## src/rtl/serial_subtractor.sv

```systemverilog
// serial_subtractor: bit-serial W-bit subtractor computing a - b, LSB first,
// one bit per clock. A single full-subtractor slice, a borrow flop, two operand
// shift registers, a result shift register and a bit counter.
// Optional feature macro: SERIAL_SUBTRACTOR_OVF_EN (registered signed-overflow
// flag). Without it the ovf port is tied to 0 and no extra flops exist.
module serial_subtractor #(
    parameter int W = 8
) (
    input  logic         clk,
    input  logic         rst,
    input  logic         start,
    input  logic [W-1:0] a,
    input  logic [W-1:0] b,
    output logic         busy,
    output logic         done,
    output logic [W-1:0] diff,
    output logic         borrow,
    output logic         ovf
);

    localparam int CW = (W > 1) ? $clog2(W) : 1;

    typedef enum logic [1:0] {
        IDLE = 2'd0,
        RUN  = 2'd1,
        DONE = 2'd2
    } state_t;

    // Full-subtractor difference bit.
    function automatic logic fs_diff(input logic x, input logic y, input logic bin);
        return x ^ y ^ bin;
    endfunction

    // Full-subtractor borrow-out.
    function automatic logic fs_bout(input logic x, input logic y, input logic bin);
        return (~x & y) | (~(x ^ y) & bin);
    endfunction

    state_t         state_r, state_s;
    logic [W-1:0]   a_sh_r, a_sh_s;
    logic [W-1:0]   b_sh_r, b_sh_s;
    logic [W-1:0]   res_r, res_s;
    logic           bor_r, bor_s;
    logic [CW-1:0]  cnt_r, cnt_s;
    logic           busy_r, busy_s;
    logic           done_r, done_s;
    logic [W-1:0]   diff_r, diff_s;
    logic           borrow_r, borrow_s;
    logic           bit_diff_s;
    logic           bit_bout_s;
    logic           last_s;
`ifdef SERIAL_SUBTRACTOR_OVF_EN
    logic           a_sign_r, a_sign_s;
    logic           b_sign_r, b_sign_s;
    logic           ovf_r, ovf_s;
`endif

    // The slice always looks at the current LSBs and the stored borrow.
    assign bit_diff_s = fs_diff(a_sh_r[0], b_sh_r[0], bor_r);
    assign bit_bout_s = fs_bout(a_sh_r[0], b_sh_r[0], bor_r);
    assign last_s     = (cnt_r == CW'(W - 1));

    // Next-state and next-datapath computation; every register holds by default.
    always_comb begin
        state_s  = state_r;
        a_sh_s   = a_sh_r;
        b_sh_s   = b_sh_r;
        res_s    = res_r;
        bor_s    = bor_r;
        cnt_s    = cnt_r;
        busy_s   = 1'b0;
        done_s   = 1'b0;
        diff_s   = diff_r;
        borrow_s = borrow_r;
`ifdef SERIAL_SUBTRACTOR_OVF_EN
        a_sign_s = a_sign_r;
        b_sign_s = b_sign_r;
        ovf_s    = ovf_r;
`endif
        case (state_r)
            IDLE, DONE: begin
                // DONE accepts start exactly like IDLE so back-to-back runs have no bubble.
                if (start) begin
                    state_s = RUN;
                    a_sh_s  = a;
                    b_sh_s  = b;
                    bor_s   = 1'b0;
                    cnt_s   = '0;
                    busy_s  = 1'b1;
`ifdef SERIAL_SUBTRACTOR_OVF_EN
                    a_sign_s = a[W-1];
                    b_sign_s = b[W-1];
`endif
                end else begin
                    state_s = IDLE;
                end
            end
            RUN: begin
                a_sh_s = {1'b0, a_sh_r[W-1:1]};
                b_sh_s = {1'b0, b_sh_r[W-1:1]};
                res_s  = {bit_diff_s, res_r[W-1:1]};
                bor_s  = bit_bout_s;
                cnt_s  = cnt_r + CW'(1);
                if (last_s) begin
                    state_s  = DONE;
                    done_s   = 1'b1;
                    busy_s   = 1'b0;
                    diff_s   = {bit_diff_s, res_r[W-1:1]};
                    borrow_s = bit_bout_s;
`ifdef SERIAL_SUBTRACTOR_OVF_EN
                    // Overflow when operand signs differ and the result sign differs from a.
                    ovf_s = (a_sign_r != b_sign_r) && (bit_diff_s != a_sign_r);
`endif
                end else begin
                    state_s = RUN;
                    busy_s  = 1'b1;
                end
            end
            default: begin
                state_s = IDLE;
                busy_s  = 1'b0;
            end
        endcase
    end

    // State and datapath registers; reset clears everything immediately.
    always_ff @(posedge clk or posedge rst) begin
        if (rst) begin
            state_r  <= IDLE;
            a_sh_r   <= '0;
            b_sh_r   <= '0;
            res_r    <= '0;
            bor_r    <= 1'b0;
            cnt_r    <= '0;
            busy_r   <= 1'b0;
            done_r   <= 1'b0;
            diff_r   <= '0;
            borrow_r <= 1'b0;
`ifdef SERIAL_SUBTRACTOR_OVF_EN
            a_sign_r <= 1'b0;
            b_sign_r <= 1'b0;
            ovf_r    <= 1'b0;
`endif
        end else begin
            state_r  <= state_s;
            a_sh_r   <= a_sh_s;
            b_sh_r   <= b_sh_s;
            res_r    <= res_s;
            bor_r    <= bor_s;
            cnt_r    <= cnt_s;
            busy_r   <= busy_s;
            done_r   <= done_s;
            diff_r   <= diff_s;
            borrow_r <= borrow_s;
`ifdef SERIAL_SUBTRACTOR_OVF_EN
            a_sign_r <= a_sign_s;
            b_sign_r <= b_sign_s;
            ovf_r    <= ovf_s;
`endif
        end
    end

    assign busy   = busy_r;
    assign done   = done_r;
    assign diff   = diff_r;
    assign borrow = borrow_r;
`ifdef SERIAL_SUBTRACTOR_OVF_EN
    assign ovf    = ovf_r;
`else
    assign ovf    = 1'b0;
`endif

endmodule

```

## config.mk

```make
export PLATFORM = sky130hd
export DESIGN_NAME = serial_subtractor
export DESIGN_NICKNAME = d
export VERILOG_FILES = /design/src/rtl/serial_subtractor.sv
export SDC_FILE = /design/constraint.sdc
export NUM_CORES = 1
export LEC_CHECK = 0
export ABC_AREA = 1
export ABC_CLOCK_PERIOD_IN_PS = 2100
export CAP_MARGIN = 10
export CORE_ASPECT_RATIO = 0.75
export CORE_UTILIZATION = 35
export CTS_BUF_LIST = sky130_fd_sc_hd__clkbuf_16
export DETAILED_ROUTE_END_ITERATION = 8
export SYNTH_ARGS = -nofsm -noshare
export SYNTH_HDL_FRONTEND = slang
export SYNTH_SLANG_ARGS = --single-unit
```

## constraint.sdc

```tcl
create_clock -name clk -period 2.1 [get_ports clk]
set_clock_uncertainty 0.2 [all_clocks]
set_input_delay 0.42 -clock clk [delete_from_list [all_inputs] [get_ports clk]]
set_output_delay 0.42 -clock clk [all_outputs]
set_load 0.02 [all_outputs]
```

==> impl_metrics.py <==
metrics = {
    "outcome": {
        "outcome": "complete, no violations",
    },
    "synthesis": {
        "ys_seq_elements": 38,
        "synthMuxAreaShare": 0,
        "ys_seq_area_frac": 0.521,
        "synth_compound_area_frac": 0.0713,
        "synth_edf_count": 0,
        "synth_top_area_cell": "dfrtp_1",
        "synth_ff_type": "dfrtp_1",
        "yosys.area_share.xor_xnor": 0,
        "syn_inst": 218,
        "yosysMostFrequentCell": "nand2_1",
        "synthesis.area_sq_um": 1820,
        "synth_top_family_by_area": "simple AND/OR/NAND/NOR gates",
        "ys_async_sr_fraction": 1.00,
        "netlist_top_cells_area": "dfrtp_1 52%, nand2_1 14%, inv_1 8.2%, nand3_1 7.7%, o21ai_2 3.8%",
        "synthSimpleGateAreaFrac": 0.248,
        "synth_top_area_share": 0.521,
        "ys_warn_count": 0,
        "synthAdderAreaFrac": 0.0247,
        "syn_area_per_cell_sq_um": 8.37,
        "synth_common_cells": "68 x nand2_1, 40 x inv_1, 38 x dfrtp_1",
        "synth_cell_types": 22,
        "synth_nets": 240,
    },
    "final_layout": {
        "syn_to_final_growth_pct": 25.0,
        "drive_gt1_frac": 0.104,
        "post-route-util": 0.460,
        "fin_nets": 270,
        "diodes": 0,
    },
    "pwr": {
        "peakVddDrop_uv": 577,
        "power.density_nw_per_um2": 1550,
        "p_leak_nw": 1.21,
    },
    "detailed_routing": {
        "drt_iter0_markers": 57,
        "via_per_inst": 4.32,
        "drc": 0,
        "final_antenna_net_count": 0,
        "drt-total-wl_mm": 3.25,
        "post_drt_wl_per_cell_um": 10.5,
        "firstDrtPassIters": 4,
        "route.vias.total": 1334,
    },
    "floorplanning": {
        "core-area_sq_um": 4950,
        "floorplan.die_area_sq_um": 5510,
        "rows": 22,
        "die_h_um": 64.5,
        "die_x_um": 85.4,
        "top_level_ports": 31,
        "start_util": 0.368,
    },
    "critical_path": {
        "path_buf_inv": 1,
        "crit_path_end": "done",
        "arrival_ns": 1.33,
        "slowest_stage": "clkdlybuf4s50_1",
        "reg2reg_to": "b_sh_r[0]$_DFFE_PP0P_",
        "worstPathMaxFanout": 3,
        "start_kind": "flip-flop",
        "startpoint": "done$_DFF_PP0_",
        "crit_chain": "clkdlybuf4s50_1",
        "path_depth": 1,
        "cp_data_required_time_ns": 1.48,
        "slowest_delay_ns": 0.63,
        "worstReg2RegStart": "state_r[0]$_DFF_PP0_",
        "reg2reg_depth": 6,
        "end_kind": "output pin",
        "r2r_slack_ns": 0.44,
        "path_class": "flip-flop to output pin",
        "crit_family": "buffers and inverters",
    },
    "grt": {
        "antenna_found_initial": 0,
        "track_usage": 0.133,
        "grt_pass1_vias": 1296,
        "grt.overflow.total": 0,
        "grt_pass1_wl_mm": 5.64,
        "grt_max_degree": 39,
    },
    "placement": {
        "dp_hpwl_mm": 2.22,
        "dp_slack_ns": 0.313,
        "gp_congestion": 0.748,
        "io_buffer_count": 29,
    },
    "worst_hold_path": {
        "hold_class": "flip-flop to flip-flop",
    },
    "cts": {
        "clkSinkCount": 38,
        "hold_buffers": 0,
        "cts_resized": 0,
        "clk_path_buf_depth": 2,
        "h-tree-depth": 2,
        "clk_pin_slew_ns": 0.05,
        "cts_buffers": 5,
        "cts_tree": "built",
        "cts-root-buf": "clkbuf_16",
        "insertion_delay_ns": 0.27,
        "postCtsSetupBuffers": 0,
    },
    "timing": {
        "timing.final.hold_violations": 0,
        "layout_setup_ws_ns": 0.149,
        "finalSetupViolations": 0,
        "min_period_over_period": 0.929,
        "rsz0062_at_grt": "false",
        "fmax_ghz": 0.513,
        "fin_crit_ns": 1.95,
        "slew_violations": 0,
        "finalSetupTns_ns": 0,
    },
    "run": {
        "maxCapViolCount": 0,
    },
}
[metal layers]
| metal | global-route usage | part of all wire |
|---|---|---|
| met5 | 0 | 0 |
| met4 | 0.0500 | 0.014 |
| met3 | 0.0433 | 0.037 |
| met2 | 0.198 | 0.41 |
| met1 | 0.181 | 0.54 |
[report_power, final]
group          internal (mW)  leakage (nW)  switching [mW]  total (mW)
Clock                  0.428        0.0724           0.258       0.685
Sequential              1.09         0.472           0.177        1.27
Combinational          0.632         0.664           0.959        1.59
Total                   2.15          1.21            1.39        3.54
[logic make-up (layout without fill, tap and decap cells)]
family / count (synthesis) / count (layout)
adders and majority gates: 3 / 3
buffers and inverters: 53 / 84
other: 1 / 1
AOI/OAI and AO/OA: 20 / 20
DFF: 38 / 38
and+or+nand+nor: 103 / 103
[sequential cells by signal (all words and copies together), names as in the netlist]
signal / flops
a_sh_r: 8
b_sh_r: 8
diff: 8
res_r: 7
cnt_r: 3
bor_r: 1
borrow: 1
done: 1
state_r: 1
[through the flow]
stage	hold WS [ns]	instances	instance area [sq um]	power [mW]
after CTS	0.280	309	2280	3.60
after detailed placement	0.260	301	2140	2.89
after global routing	0.297	309	2280	3.90
after floorplan	0.242	218	1820	2.49
after global placement	0.258	301	2140	2.87
final	0.276	309	2280	3.54
[cell type report]
class	count	area [sq um]
Clock buffer	5	125
Clock inverter	3	12.5
Fill cell	494	2670
Inverter	43	166
Multi-Input combinational cell	127	631
Sequential cell	38	951
Tap cell	60	75.1
Timing Repair Buffer	33	320
[cells in the final DEF (no fill, tap or decap)]
cell type / n
a21oi_1: 1
buf_4: 4
clkbuf_16: 5
clkdlybuf4s50_1: 29
clkinv_1: 1
clkinv_2: 1
conb_1: 1
dfrtp_1: 38
fa_1: 1
ha_1: 2
inv_1: 41
inv_2: 1
inv_4: 2
nand2_1: 68
nand2_2: 2
nand2_4: 2
nand3_1: 28
nor2_1: 1
nor2_4: 1
o21ai_0: 10
o21ai_1: 1
o21ai_2: 8
or2_1: 1
[worst min-delay path by stage]
stage,from,endpoint,cells past startpoint
CTS,cnt_r[1]$_DFFE_PP0P_,cnt_r[1]$_DFFE_PP0P_,2
detailed placement,res_r[1]$_DFFE_PP0P_,diff[0]$_DFFE_PP0P_,2
floorplan,res_r[1]$_DFFE_PP0P_,diff[0]$_DFFE_PP0P_,2
global route,a_sh_r[6]$_DFFE_PP0P_,a_sh_r[6]$_DFFE_PP0P_,2
global placement,res_r[1]$_DFFE_PP0P_,diff[0]$_DFFE_PP0P_,2
finish,cnt_r[1]$_DFFE_PP0P_,cnt_r[1]$_DFFE_PP0P_,2
Note: power is estimated with default switching activity, not from simulation.
